File: config.mk
export PLATFORM = sky130hd
export DESIGN_NAME = wb_csr_responder
export DESIGN_NICKNAME = d
export VERILOG_FILES = /design/src/rtl/wb_csr_responder.sv
export SDC_FILE = /design/constraint.sdc
export NUM_CORES = 1
export LEC_CHECK = 0
export BUFFER_PORTS_ARGS = -buffer_cell sky130_fd_sc_hd__buf_2
export CORE_AREA = 4 4 142 144
export DETAILED_ROUTE_END_ITERATION = 8
export DIE_AREA = 0 0 146 148
export GPL_ROUTABILITY_DRIVEN = 0
export PLACE_DENSITY = 0.77
export SLEW_MARGIN = 20
export SYNTH_ARGS = -nofsm -noshare
export SYNTH_HDL_FRONTEND = slang
export SYNTH_SLANG_ARGS = --single-unit
File: constraint.sdc
create_clock -name clk -period 5.45 [get_ports clk]
set_clock_uncertainty 0.05 [all_clocks]
set_input_delay 1.09 -clock clk [delete_from_list [all_inputs] [get_ports clk]]
set_output_delay 1.09 -clock clk [all_outputs]
set_load 0.02 [all_outputs]
File: src/rtl/wb_csr_responder.sv
// rtl/wb_csr_responder.sv - Wishbone classic CSR responder with byte lanes and hardware write ports
module wb_csr_responder #(
    parameter int          p_num_regs    = 4,
    parameter logic [31:0] p_base_addr   = 32'h3000_0000,
    parameter logic [31:0] p_reset_value = 32'h0000_0000
) (
    input  logic                       clk,
    input  logic                       reset,
    input  logic                       wbs_cyc_i,
    input  logic                       wbs_stb_i,
    input  logic                       wbs_we_i,
    input  logic [3:0]                 wbs_sel_i,
    input  logic [31:0]                wbs_adr_i,
    input  logic [31:0]                wbs_dat_i,
    output logic                       wbs_ack_o,
    output logic [31:0]                wbs_dat_o,
    input  logic [p_num_regs-1:0]      hw_wr_en,
    input  logic [32*p_num_regs-1:0]   hw_wr_data,
    output logic [32*p_num_regs-1:0]   reg_q,
    output logic [p_num_regs-1:0]      bus_wr_pulse
);

    typedef enum logic {
        ST_IDLE = 1'b0,
        ST_ACK  = 1'b1
    } state_t;

    state_t                       r_state;
    state_t                       w_state_next;
    logic                         w_accept;
    logic                         w_bus_wr;
    logic                         w_aligned;
    logic [31:0]                  w_off;
    logic [29:0]                  w_word;
    logic [31:0]                  w_bmask;
    logic [31:0]                  w_rd_data;
    logic [p_num_regs-1:0]        w_hit_vec;
    logic [p_num_regs-1:0][31:0]  r_regs;
    logic [p_num_regs-1:0][31:0]  w_regs_next;
    logic [p_num_regs-1:0]        r_pulse;
    logic [31:0]                  r_dat;

    always_ff @(posedge clk) begin
        if (reset) begin
            r_state <= ST_IDLE;
        end else begin
            r_state <= w_state_next;
        end
    end

    // ACK always falls back to IDLE, so a held request is accepted every other cycle
    always_comb begin
        w_state_next = r_state;
        w_accept     = 1'b0;
        case (r_state)
            ST_IDLE: begin
                if (wbs_cyc_i && wbs_stb_i) begin
                    w_accept     = 1'b1;
                    w_state_next = ST_ACK;
                end
            end
            ST_ACK:  w_state_next = ST_IDLE;
            default: w_state_next = ST_IDLE;
        endcase
    end

    assign wbs_ack_o = (r_state == ST_ACK);
    assign w_bus_wr  = w_accept && wbs_we_i;

    // Unsigned offset wraps for addresses below base, turning them into misses
    assign w_off     = wbs_adr_i - p_base_addr;
    assign w_word    = 30'(w_off >> 2);
    assign w_aligned = (wbs_adr_i[1:0] == 2'b00);
    assign w_bmask   = {{8{wbs_sel_i[3]}}, {8{wbs_sel_i[2]}},
                        {8{wbs_sel_i[1]}}, {8{wbs_sel_i[0]}}};

    always_comb begin
        logic [31:0] v_base;
        v_base      = '0;
        w_hit_vec   = '0;
        w_rd_data   = '0;
        w_regs_next = r_regs;
        for (int i = 0; i < p_num_regs; i++) begin
            w_hit_vec[i] = w_aligned && (w_word == 30'(i));
            // hw write supplies the full word; bus-selected bytes override it
            v_base = hw_wr_en[i] ? hw_wr_data[32*i +: 32] : r_regs[i];
            if (w_bus_wr && w_hit_vec[i]) begin
                w_regs_next[i] = (wbs_dat_i & w_bmask) | (v_base & ~w_bmask);
            end else begin
                w_regs_next[i] = v_base;
            end
            if (w_hit_vec[i]) begin
                w_rd_data = r_regs[i];
            end
        end
    end

    always_ff @(posedge clk) begin
        if (reset) begin
            r_regs  <= {p_num_regs{p_reset_value}};
            r_pulse <= '0;
            r_dat   <= '0;
        end else begin
            r_regs  <= w_regs_next;
            r_pulse <= w_bus_wr ? w_hit_vec : '0;
            if (w_accept && !wbs_we_i) begin
                r_dat <= w_rd_data;
            end
        end
    end

    assign reg_q        = r_regs;
    assign bus_wr_pulse = r_pulse;
    assign wbs_dat_o    = r_dat;

endmodule

=== Word-level counts from Yosys, hierarchy flattened ===
Cells that the tools add are included.
W data, S select, Z words.

* Bitwise operators: 12
* $add $sub $neg: 1
* Equality and inequality tests: 3
* Reduce and logical (&&, ||, !) cells: 15
* Muxes and demuxes: 15

{| class="wikitable"
|+ Operator list
! kind !! count
|-
| $mux W32 || 12
|-
| $and A32 B32 Y32 || 5
|-
| $or A32 B32 Y32 || 4
|-
| $eq A30 B2 Y1 const B || 2
|-
| $not A32 Y32 || 1
|-
| $sub A32 B30 Y32 const B || 1
|-
| $eq A30 B1 Y1 const B || 1
|-
| $logic_not A30 Y1 || 1
|-
| $logic_and A1 B1 Y1 || 11
|-
| $logic_not A2 Y1 || 1
|-
| $mux W1 || 2
|-
| $not A1 Y1 || 2
|-
| $pmux W1 S2 || 1
|-
| $reduce_or A2 Y1 || 1
|-
| $logic_not A1 Y1 || 1
|}

* Logic and storage cells: 53
* Bits of input ports: 205
* Register bits: 165
* Output and inout port bits: 165

=== Longest topological paths before layout ===
Gate-level depths: netlist of the first run.

* Word-level depth: 7
* Gate-level depth with buffers: 8
* Depth with buffers taken out: 5

=== Least setup slack after synthesis of the first run ===
No wires, ideal clock.

* Path type: input port to flip-flop
* Start point: in wbs_adr_i[26]
* End point: reg r_regs (netlist bit reg_q[103])
* Path buffers: 2
* Data arrival time: 2.562 ns
* Setup time: 0.141 ns
* Setup slack: 2.697 ns
* Data required time: 5.259 ns
* Cell stages on the path: 7
* Path through: nor4bb_1 -> nand4_1 -> nor3_2 -> and3_1 -> clkbuf_1 -> buf_2 -> a221oi_1

* Word-level cells in the longest chain between the ends: 5

{| class="wikitable"
|+ RTL lines
! what !! RTL line !! source
|-
| start: declaration || 13 || <nowiki>input logic [31:0] wbs_adr_i,</nowiki>
|-
| $sub A32 B30 Y32 || 71 || <nowiki>assign w_off = wbs_adr_i - p_base_addr;</nowiki>
|-
| $eq A30 B2 Y1 || 84 || <nowiki>w_hit_vec[i] = w_aligned && (w_word == 30'(i));</nowiki>
|-
| $logic_and A1 B1 Y1 || 84 ||
|-
| $logic_and A1 B1 Y1 || 87 || <nowiki>if (w_bus_wr && w_hit_vec[i]) begin</nowiki>
|-
| $mux W32 || 87 ||
|-
| end signal: assignment || 100 || <nowiki>r_regs <= {p_num_regs{p_reset_value}};</nowiki>
|-
| end signal: assignment || 104 || <nowiki>r_regs <= w_regs_next;</nowiki>
|-
| end: declaration || 38 || <nowiki>logic [p_num_regs-1:0][31:0] r_regs;</nowiki>
|}

Every way passes these cells.
A chain may end at the register's enable or synchronous reset.

=== Worst setup path after layout of the first run ===
* Start point: in wbs_adr_i[1]
* End point: reg r_regs (netlist bit reg_q[48])

* Word-level cells in the longest chain between the ends: 5
* Elaborated cells on any way between the ends: 6
* Classes of those cells: 1 x add/sub; 1 x eq/ne; 1 x mux; 3 x reduce/logical

{| class="wikitable"
|+ RTL lines
! what !! RTL line
|-
| $sub A32 B30 Y32 || 71
|-
| $eq A30 B1 Y1 || 84
|-
| $logic_and A1 B1 Y1 * || 84
|-
| $logic_and A1 B1 Y1 * || 87
|-
| $mux W32 * || 87
|}

Every way passes the cells marked *; elsewhere a longest branch is shown, timed or not.

==> impl_metrics.json, run 1 <==
{
  "portBuffers": 369,
  "use_met2_pct": 45.8,
  "crit_chain": "buf_2 -> nor4_1 -> nand4_1 -> or3_1 -> nor3_4 -> buf_4 -> a221oi_1",
  "rsz0062_at_grt": "false",
  "multiInputGateArea_um2": 4250,
  "die_y_um": 148,
  "synth.avg_cell_area_um2": 12.1,
  "postSynthCellCount": 648,
  "tightest_slew_ns": 1.18,
  "ctsLongestPathBuffers": 2,
  "grtUsageMet1_pct": 31.7,
  "synth_fa_ha_area_share_pct": 0,
  "synth_fp_nets": 853,
  "synth_area_um2": 7840,
  "clock.fmax_mhz": 275,
  "relSlewSlack_pct": 21.2,
  "worstSetupEndpointType": "flip-flop",
  "hold_path.class": "reg -> reg",
  "area_growth_pct": 31.9,
  "cp-start-kind": "primary input",
  "cts_tree": "yes",
  "dr.pass1.iters": 5,
  "postCtsHoldBufs": 0,
  "core_um2": 18700,
  "worstPathRequired_ns": 5.68,
  "io_pins": 370,
  "synth.ff_latch_count": 165,
  "synth_xor_area_share_pct": 0,
  "wl_per_cell_um": 23.9,
  "nNetsFinal": 1183,
  "layoutNonFillerInstCount": 1225,
  "ys_seq_area_share_pct": 42.1,
  "grt_use_total_pct": 25.9,
  "die_x_um": 146,
  "layout_min_cycle_time_ns": 3.64,
  "die-area_um2": 21600,
  "grt.busiest_layer": "met2",
  "ant_nets": 0,
  "drtIter0Drc": 357,
  "clk_latency_ns": 0.42,
  "drc": 0,
  "setup_viol": 0,
  "placed_cells": 1192,
  "viasPerCell": 6.09,
  "worst-setup-path-type": "in -> reg",
  "final_util_pct": 55.3,
  "layout_common_cells": "buf_2 (368), dfxtp_1 (165), mux2i_1 (128), a221oi_1 (110)",
  "antenna_cells": 0,
  "status": "completed",
  "p_total_mw": 2.95,
  "grt_start_max_net_pins": 66,
  "hold_viol": 0,
  "ir_drop_uv": 201,
  "clk_pin_slew_ns": 0.06,
  "initial_core_util_pct": 41.9,
  "cts_root_buf": "clkbuf_16",
  "drive_gt1_share_pct": 47.5,
  "overflow": 0,
  "h-tree-depth": 4,
  "cp_slowest_cell": "nor3_4",
  "post-route-period-util_pct": 66.7,
  "finalWirelength_um": 29300,
  "setup_tns_ns": 0,
  "cts_buffers": 17,
  "yosys.area_share.simple_pct": 9.40,
  "cp_data_arrival_time_ns": 3.87,
  "async_flop_share_pct": 0,
  "synth_mux_area_share_pct": 25.5,
  "synthFlopType": "dfxtp_1",
  "grt_pass1_vias": 7593,
  "yosysWarnings": 0,
  "hpwl_um": 20600,
  "drv_cap": 0,
  "cp_max_fo": 22,
  "antenna_found_initial": 0,
  "synth_top_family_by_area": "multiplexers",
  "post_cts.repair.setup_buffers": 0,
  "final_common_cell": "buf_2",
  "grt_pass1_wl_um": 43900,
  "synth-edff-count": 0,
  "fill_cells": 1661,
  "synth-compound-area-share_pct": 18.8,
  "use_met3_pct": 4.87,
  "p_per_area_nw_per_um2": 285,
  "cp_slowest_stage_delay_ns": 0.91,
  "regArea_um2": 3300,
  "final_max_slew_viol_count": 0,
  "clock-sinks": 165,
  "cts.repair.resized": 0,
  "vias": 7457,
  "num_rows": 50,
  "power_leakage_nw": 4.80,
  "synth_cell_types": 39
}
[power breakdown]
part / internal (mW) / switching (mW)
sequential: 1.26 / 0.0484
combinational: 0.210 / 0.264
clock: 0.645 / 0.519
total: 2.12 / 0.831
[worst paths after layout]
check / startpoint / end / slack, ns / cells after the start
worst max-delay path: wbs_adr_i[1] / reg_q[48]$_SDFF_PP0_ / 1.81 / 7
worst min-delay path: wbs_dat_o[15]$_SDFFE_PP0P_ / wbs_dat_o[15]$_SDFFE_PP0P_ / 0.42 / 1
worst max register to register: wbs_ack_o$_SDFF_PP0_ / reg_q[48]$_SDFF_PP0_ / 2.45 / 5
worst min register to register: wbs_dat_o[15]$_SDFFE_PP0P_ / wbs_dat_o[15]$_SDFFE_PP0P_ / 0.42 / 1
[layout make-up]
| class | instances | area share (%) |
|---|---|---|
| Tap cell | 234 | 2.83 |
| Multi-Input combinational cell | 417 | 41.1 |
| Clock inverter | 14 | 1.22 |
| Timing Repair Buffer | 377 | 18.7 |
| Sequential cell | 165 | 32.0 |
| Clock buffer | 18 | 4.25 |
[kinds of logic (layout without fill, tap and decap cells)]
family                 Yosys count  count (layout)
buffers and inverters           66             409
multiplexers                   160             160
AO/OA/AOI/OAI                  164             164
AND/OR/NAND/NOR                 93              93
flip-flops                     165             165
[synthesized netlist by cell type, types with 2 or more instances]
master / n / area [um2]
mux2i_1: 128 / 1280
nand4_1: 7 / 43.8
buf_6: 2 / 22.5
a22o_1: 29 / 254
buf_2: 10 / 50.1
a221oi_1: 110 / 963
nand3_1: 4 / 20.0
nor4_1: 6 / 37.5
nor2_1: 13 / 48.8
buf_4: 8 / 60.1
nor2b_1: 32 / 200
nor2_2: 2 / 12.5
buf_1: 3 / 11.3
a2bb2oi_1: 7 / 61.3
a21oi_1: 3 / 15.0
a221oi_2: 10 / 150
mux4_2: 32 / 721
dfxtp_1: 165 / 3300
nand4_4: 10 / 213
o21ai_0: 3 / 15.0
nand3b_1: 2 / 15.0
and2b_1: 2 / 15.0
clkbuf_1: 41 / 154
nor3_1: 2 / 10.0
nor3_2: 2 / 20.0
nand2_1: 2 / 7.51
[stage by stage]
stage | worst slack (ns) | hold WS, ns | instance area [um2]
final | 1.81 | 0.423 | 10300
after CTS | 1.78 | 0.428 | 10300
after global routing | 1.65 | 0.438 | 10300
after global placement | 1.37 | 0.405 | 9740
after floorplan | 2.70 | 0.499 | 7840
after detailed placement | 1.32 | 0.409 | 9740
[worst max-delay path: cells and delay by family]
kind / cells / cell delay, ns
AOI/OAI and AO/OA: 1 / 0.10
buffers and inverters: 2 / 0.43
and+or+nand+nor: 4 / 2.23
[state kept, by name, summed over array words and instances, names as in the netlist]
signal        flops
reg_q           128
wbs_dat_o        32
bus_wr_pulse      4
wbs_ack_o         1
[routing by layer]
layer / vias up / wire (um)
met5: - / 0
met4: 0 / 768
met3: 54 / 2030
met2: 393 / 14800
met1: 3692 / 11700
li1: 3318 / -
Power figures use the tool's default switching activity.
==> run 2, diff against run 1 <==
==> constraint.sdc (replaced) <==
create_clock -name clk -period 3.7 [get_ports clk]
set_clock_uncertainty 0.05 [all_clocks]
set_input_delay 0.74 -clock clk [delete_from_list [all_inputs] [get_ports clk]]
set_output_delay 0.74 -clock clk [all_outputs]
set_load 0.02 [all_outputs]
==> run 2 against run 1 <==
Against the previous run: register-to-register slack got worse by 1.1 ns; clock power rose by 48%; critical path type unchanged; hold slack gained 0.0032 ns; sequential cell count unchanged; core utilization is 0.55 points higher; total power is 48% higher; worst setup slack worse by 1.0 ns; first-iteration DRC count rose by 22%; count of clock-buffer cells in the layout increased by 3; final cell count grew 0.90%.
==> impl_metrics.json, run 2 (synthesis gave the netlist of run 1 again) <==
{
  "postPlaceCellArea_um2": 9870,
  "ant_nets": 0,
  "drive_gt1_share_pct": 47.7,
  "layout_common_cells": "buf_2 (368), dfxtp_1 (165), mux2i_1 (128), a221oi_1 (110)",
  "setup_viol": 0,
  "clock.fmax_mhz": 343,
  "drtIter0Drc": 437,
  "final_max_slew_viol_count": 0,
  "cp_max_fo": 32,
  "viasPerCell": 6.10,
  "placed_cells": 1204,
  "grt_use_total_pct": 26.5,
  "clk_latency_ns": 0.41,
  "grt_start_max_net_pins": 64,
  "relSlewSlack_pct": 22.3,
  "post-route-period-util_pct": 78.9,
  "cts_tree": "yes",
  "grt_pass1_wl_um": 44800,
  "cp-start-kind": "primary input",
  "dr.pass1.iters": 5,
  "ctsLongestPathBuffers": 2,
  "tightest_slew_ns": 1.17,
  "worstPathRequired_ns": 3.91,
  "die_x_um": 146,
  "p_total_mw": 4.36,
  "pre_cts_ws_ns": 0.309,
  "stdcell_area_um2": 10400,
  "ir_drop_uv": 271,
  "hold_path.class": "reg -> reg",
  "initial_core_util_pct": 41.9,
  "worst-setup-path-type": "in -> reg",
  "setup_tns_ns": 0,
  "layout_min_cycle_time_ns": 2.92,
  "clock-sinks": 165,
  "wl_per_cell_um": 24.2,
  "final_common_cell": "buf_2",
  "status": "completed",
  "hpwl_um": 21400,
  "cts_buffers": 17,
  "postCtsHoldBufs": 0,
  "clk_pin_slew_ns": 0.06,
  "hold_ws_ns": 0.426,
  "grt_pass1_vias": 7623,
  "hold_viol": 0,
  "vias": 7535,
  "cts_root_buf": "clkbuf_16",
  "fill_cells": 1632,
  "p_per_area_nw_per_um2": 418,
  "core_um2": 18700,
  "io_pins": 370,
  "drv_cap": 0,
  "die_y_um": 148,
  "cp_data_arrival_time_ns": 3.13,
  "worstSetupEndpointType": "flip-flop",
  "final_util_pct": 55.8,
  "die-area_um2": 21600,
  "finalWirelength_um": 29900,
  "antenna_found_initial": 0,
  "largest_reg_flops": 128,
  "layoutNonFillerInstCount": 1236,
  "cts.repair.resized": 0,
  "rsz0062_at_grt": "false",
  "drc": 0,
  "area_growth_pct": 33.2,
  "portBuffers": 369,
  "nNetsFinal": 1194,
  "h-tree-depth": 4,
  "antenna_cells": 0,
  "worst_slack_ns": 0.782,
  "overflow": 0,
  "num_rows": 50,
  "power_leakage_nw": 4.86,
  "post_cts.repair.setup_buffers": 0
}
run 2: cell types whose count changed in the layout (fill, tap and decap cells not counted):
| cell | change |
|---|---|
| buf_12 | +3 |
| buf_16 | -1 |
| buf_4 | +9 |
| bufinv_16 | +1 |
| clkbuf_1 | +4 |
| clkbuf_8 | -1 |
| clkinv_2 | -1 |
| clkinv_4 | +1 |
| clkinvlp_4 | -2 |
| inv_6 | -2 |
run 2: worst paths after layout:
path         slack, ns                         end                       start  cells past startpoint
min               0.43  wbs_dat_o[14]$_SDFFE_PP0P_  wbs_dat_o[14]$_SDFFE_PP0P_                      1
max reg2reg       1.34        reg_q[59]$_SDFF_PP0_        wbs_ack_o$_SDFF_PP0_                      5
max               0.78        reg_q[59]$_SDFF_PP0_               wbs_adr_i[26]                      7
min reg2reg       0.43  wbs_dat_o[14]$_SDFFE_PP0P_  wbs_dat_o[14]$_SDFFE_PP0P_                      1
run 2: layout make-up:
class | count | area, um2 | area share [%]
multi-input cells | 417 | 4250 | 40.7
flip-flops and latches | 165 | 3300 | 31.6
repair buffers | 388 | 2030 | 19.4
clock buffers | 21 | 440 | 4.22
well taps | 234 | 293 | 2.80
clock inverters | 11 | 128 | 1.22
run 2: critical path, cell delays in order:
cell	delay, ns
buf_2	0.09
nor4bb_1	0.44
nand4_1	0.33
or3_1	0.69
nor3_4	0.23
buf_4	0.41
a221oi_1	0.19
run 2: layer usage:
metal	GRT usage, %	up-vias	part of all wire [%]
met5	0	-	0
met1	33.3	3727	41
met4	8.70	0	2.3
met3	4.69	49	6.4
met2	46.5	420	51
li1	-	3339	-
run 2: power breakdown:
group | switching (mW) | internal [mW]
Sequential | 0.0700 | 1.86
Clock | 0.724 | 0.999
Combinational | 0.397 | 0.312
==> run 3, diff against run 2 <==
--- a/config.mk
+++ b/config.mk
@@ -5,12 +5,13 @@
 export SDC_FILE = /design/constraint.sdc
 export NUM_CORES = 1
 export LEC_CHECK = 0
+export ABC_AREA = 1
 export BUFFER_PORTS_ARGS = -buffer_cell sky130_fd_sc_hd__buf_2
 export CORE_AREA = 4 4 142 144
 export DETAILED_ROUTE_END_ITERATION = 8
 export DIE_AREA = 0 0 146 148
 export GPL_ROUTABILITY_DRIVEN = 0
-export PLACE_DENSITY = 0.77
+export PLACE_DENSITY = 0.8
 export SLEW_MARGIN = 20
 export SYNTH_ARGS = -nofsm -noshare
 export SYNTH_HDL_FRONTEND = slang
==> constraint.sdc (replaced) <==
create_clock -name clk -period 2.7 [get_ports clk]
set_clock_uncertainty 0.05 [all_clocks]
set_input_delay 0.54 -clock clk [delete_from_list [all_inputs] [get_ports clk]]
set_output_delay 0.54 -clock clk [all_outputs]
set_load 0.02 [all_outputs]
==> run 3 against run 2 <==
Against the previous run: die area did not move; critical path type unchanged; highest routed layer unchanged; core utilization rose by 3.2 points; hold slack got worse by 0.097 ns; largest power group unchanged.
==> impl_metrics.json, run 3 <==
{
  "final_common_cell": "buf_2",
  "cts_root_buf": "clkbuf_16",
  "synth_cell_types": 25,
  "final_max_slew_viol_count": 0,
  "grt_start_max_net_pins": 93,
  "relSlewSlack_pct": 55.7,
  "initial_core_util_pct": 45.1,
  "ir_drop_uv": 448,
  "synth_area_leaders": "dfxtp_1 (39%), nand2_1 (15%), nand3_1 (10%), nor2_1 (5.6%), o21ai_0 (5.2%)",
  "grt_pass1_wl_um": 53800,
  "hold_path.class": "in -> reg",
  "cp_slowest_stage_delay_ns": 0.22,
  "postCtsHoldBufs": 0,
  "clock.fmax_mhz": 520,
  "antenna_found_initial": 0,
  "worstSetupEndpointType": "flip-flop",
  "h-tree-depth": 4,
  "status": "completed",
  "cpMostUsedCell": "nand2_1",
  "synth.ff_latch_count": 165,
  "hold_viol": 0,
  "setup_viol": 0,
  "cts.repair.resized": 0,
  "cts_buffers": 17,
  "yosysTopAreaCell": "dfxtp_1",
  "drv_cap": 0,
  "ys_top_cells_by_count": "nand2_1 (340), nand3_1 (177), dfxtp_1 (165)",
  "post-route-period-util_pct": 71.3,
  "overflow": 0,
  "synth_area_um2": 8440,
  "die-area_um2": 21600,
  "power_leakage_nw": 5.39,
  "wl_per_cell_um": 19.6,
  "die_y_um": 148,
  "portBuffers": 369,
  "synthFlopType": "dfxtp_1",
  "finalWirelength_um": 36000,
  "holdCritStartpoint": "wbs_dat_i[25]",
  "cts_tree": "yes",
  "cp_slowest_cell": "or2_0",
  "multiInputGateArea_um2": 4510,
  "final_util_pct": 59.0,
  "clk_pin_slew_ns": 0.07,
  "drive_gt1_share_pct": 29.0,
  "io_pins": 370,
  "cp_max_fo": 36,
  "grt_pass1_vias": 9681,
  "drtIter0Drc": 950,
  "ys_seq_area_share_pct": 39.1,
  "hpwl_um": 26800,
  "worstPathRequired_ns": 2.96,
  "viasPerCell": 5.58,
  "synth_top_area_share_pct": 39.1,
  "layout_min_cycle_time_ns": 1.92,
  "layout_common_cells": "buf_2 (369), nand2_1 (340), nand3_1 (177), dfxtp_1 (165), nor2_1 (124)",
  "die_x_um": 146,
  "async_flop_share_pct": 0,
  "synth.avg_cell_area_um2": 6.71,
  "rsz0062_at_grt": "false",
  "worst-setup-path-type": "in -> reg",
  "ant_nets": 0,
  "postSynthCellCount": 1258,
  "yosysMostFrequentCell": "nand2_1",
  "clk_latency_ns": 0.44,
  "yosysWarnings": 0,
  "setup_tns_ns": 0,
  "p_total_mw": 6.02,
  "largest_reg_flops": 128,
  "nNetsFinal": 1788,
  "drc": 0,
  "post_cts.repair.setup_buffers": 0,
  "critPathLaunch": "wbs_adr_i[20]",
  "dr.pass1.iters": 6,
  "synth-edff-count": 0,
  "reg2reg_from": "wbs_ack_o$_SDFF_PP0_",
  "num_rows": 50,
  "crit_chain": "buf_2 -> or2_0 -> nor2_1 -> nand2_1 -> nor2_2 -> nand2_1 -> nor2_4 -> buf_12 -> nand2_1 -> nand2_1 -> a21oi_1",
  "core_um2": 18700,
  "fill_cells": 1763,
  "antenna_cells": 0,
  "cp_data_arrival_time_ns": 2.18,
  "cp-start-kind": "primary input",
  "grt_use_total_pct": 31.8,
  "tightest_slew_ns": 0.663,
  "regArea_um2": 3300,
  "clock-sinks": 165,
  "area_growth_pct": 30.7,
  "ctsLongestPathBuffers": 2,
  "vias": 10200,
  "p_per_area_nw_per_um2": 545,
  "synth_fp_nets": 1463
}
run 3: cell types whose count changed in the layout (fill, tap and decap cells not counted), sizes merged, moves of 85 or more:
| cell | delta |
|---|---|
| o21ai | +85 |
| nor2 | +121 |
| mux2i | -105 |
| nand3 | +174 |
| a221oi | -120 |
| nand2 | +338 |
run 3: routing by layer:
layer	track usage, %	share of wire, %	vias to the layer above
met2	55.5	49	614
met1	36.7	36	4651
met3	6.35	9.0	92
li1	-	-	4848
met4	17.5	5.3	0
met5	0	0	-
run 3: final cells by class:
type / count / share of cell area, %
multi-input cells: 935 / 40.8
clock buffers: 17 / 3.85
well taps: 234 / 2.65
repair buffers: 395 / 19.1
flip-flops and latches: 165 / 29.9
inverters: 69 / 2.35
clock inverters: 15 / 1.30
run 3: cell families (layout without fill, tap and decap cells):
kind of cell,after synthesis,after routing,share of synthesized area (%)
buffers and inverters,158,496,7.56
and+or+nand+nor,657,657,32.7
muxes,43,43,5.40
DFF,165,165,39.1
AOI/OAI and AO/OA,235,235,15.2
run 3: worst paths after layout:
path,endpoint,slack (ns),depth (start not counted)
max,reg_q[118]$_SDFF_PP0_,0.78,11
min,reg_q[121]$_SDFF_PP0_,0.33,3
max reg2reg,reg_q[19]$_SDFF_PP0_,0.84,10
min reg2reg,wbs_dat_o[18]$_SDFFE_PP0P_,0.42,2
run 3: where the power goes:
group	switching, mW	total (mW)	internal (mW)
registers	0.0905	2.64	2.55
clock network	1.17	2.39	1.22
logic	0.627	0.986	0.358
run 3: stage by stage:
step                      std cells  hold WS, ns  cell area [um2]  setup slack (ns)
after CTS                      1830        0.324            11000             0.829
after global placement         1798        0.399            10500             0.426
after detailed placement       1798        0.406            10500             0.385
after global routing           1830        0.328            11000             0.607
after floorplan                1258        0.493             8440             0.844
final                          1830        0.329            11000             0.776
run 3: critical path: cells and delay by family:
| kind | cells | cell delay (ns) |
|---|---|---|
| compound gates | 1 | 0.07 |
| buf+inv | 2 | 0.31 |
| simple gates | 8 | 1.26 |
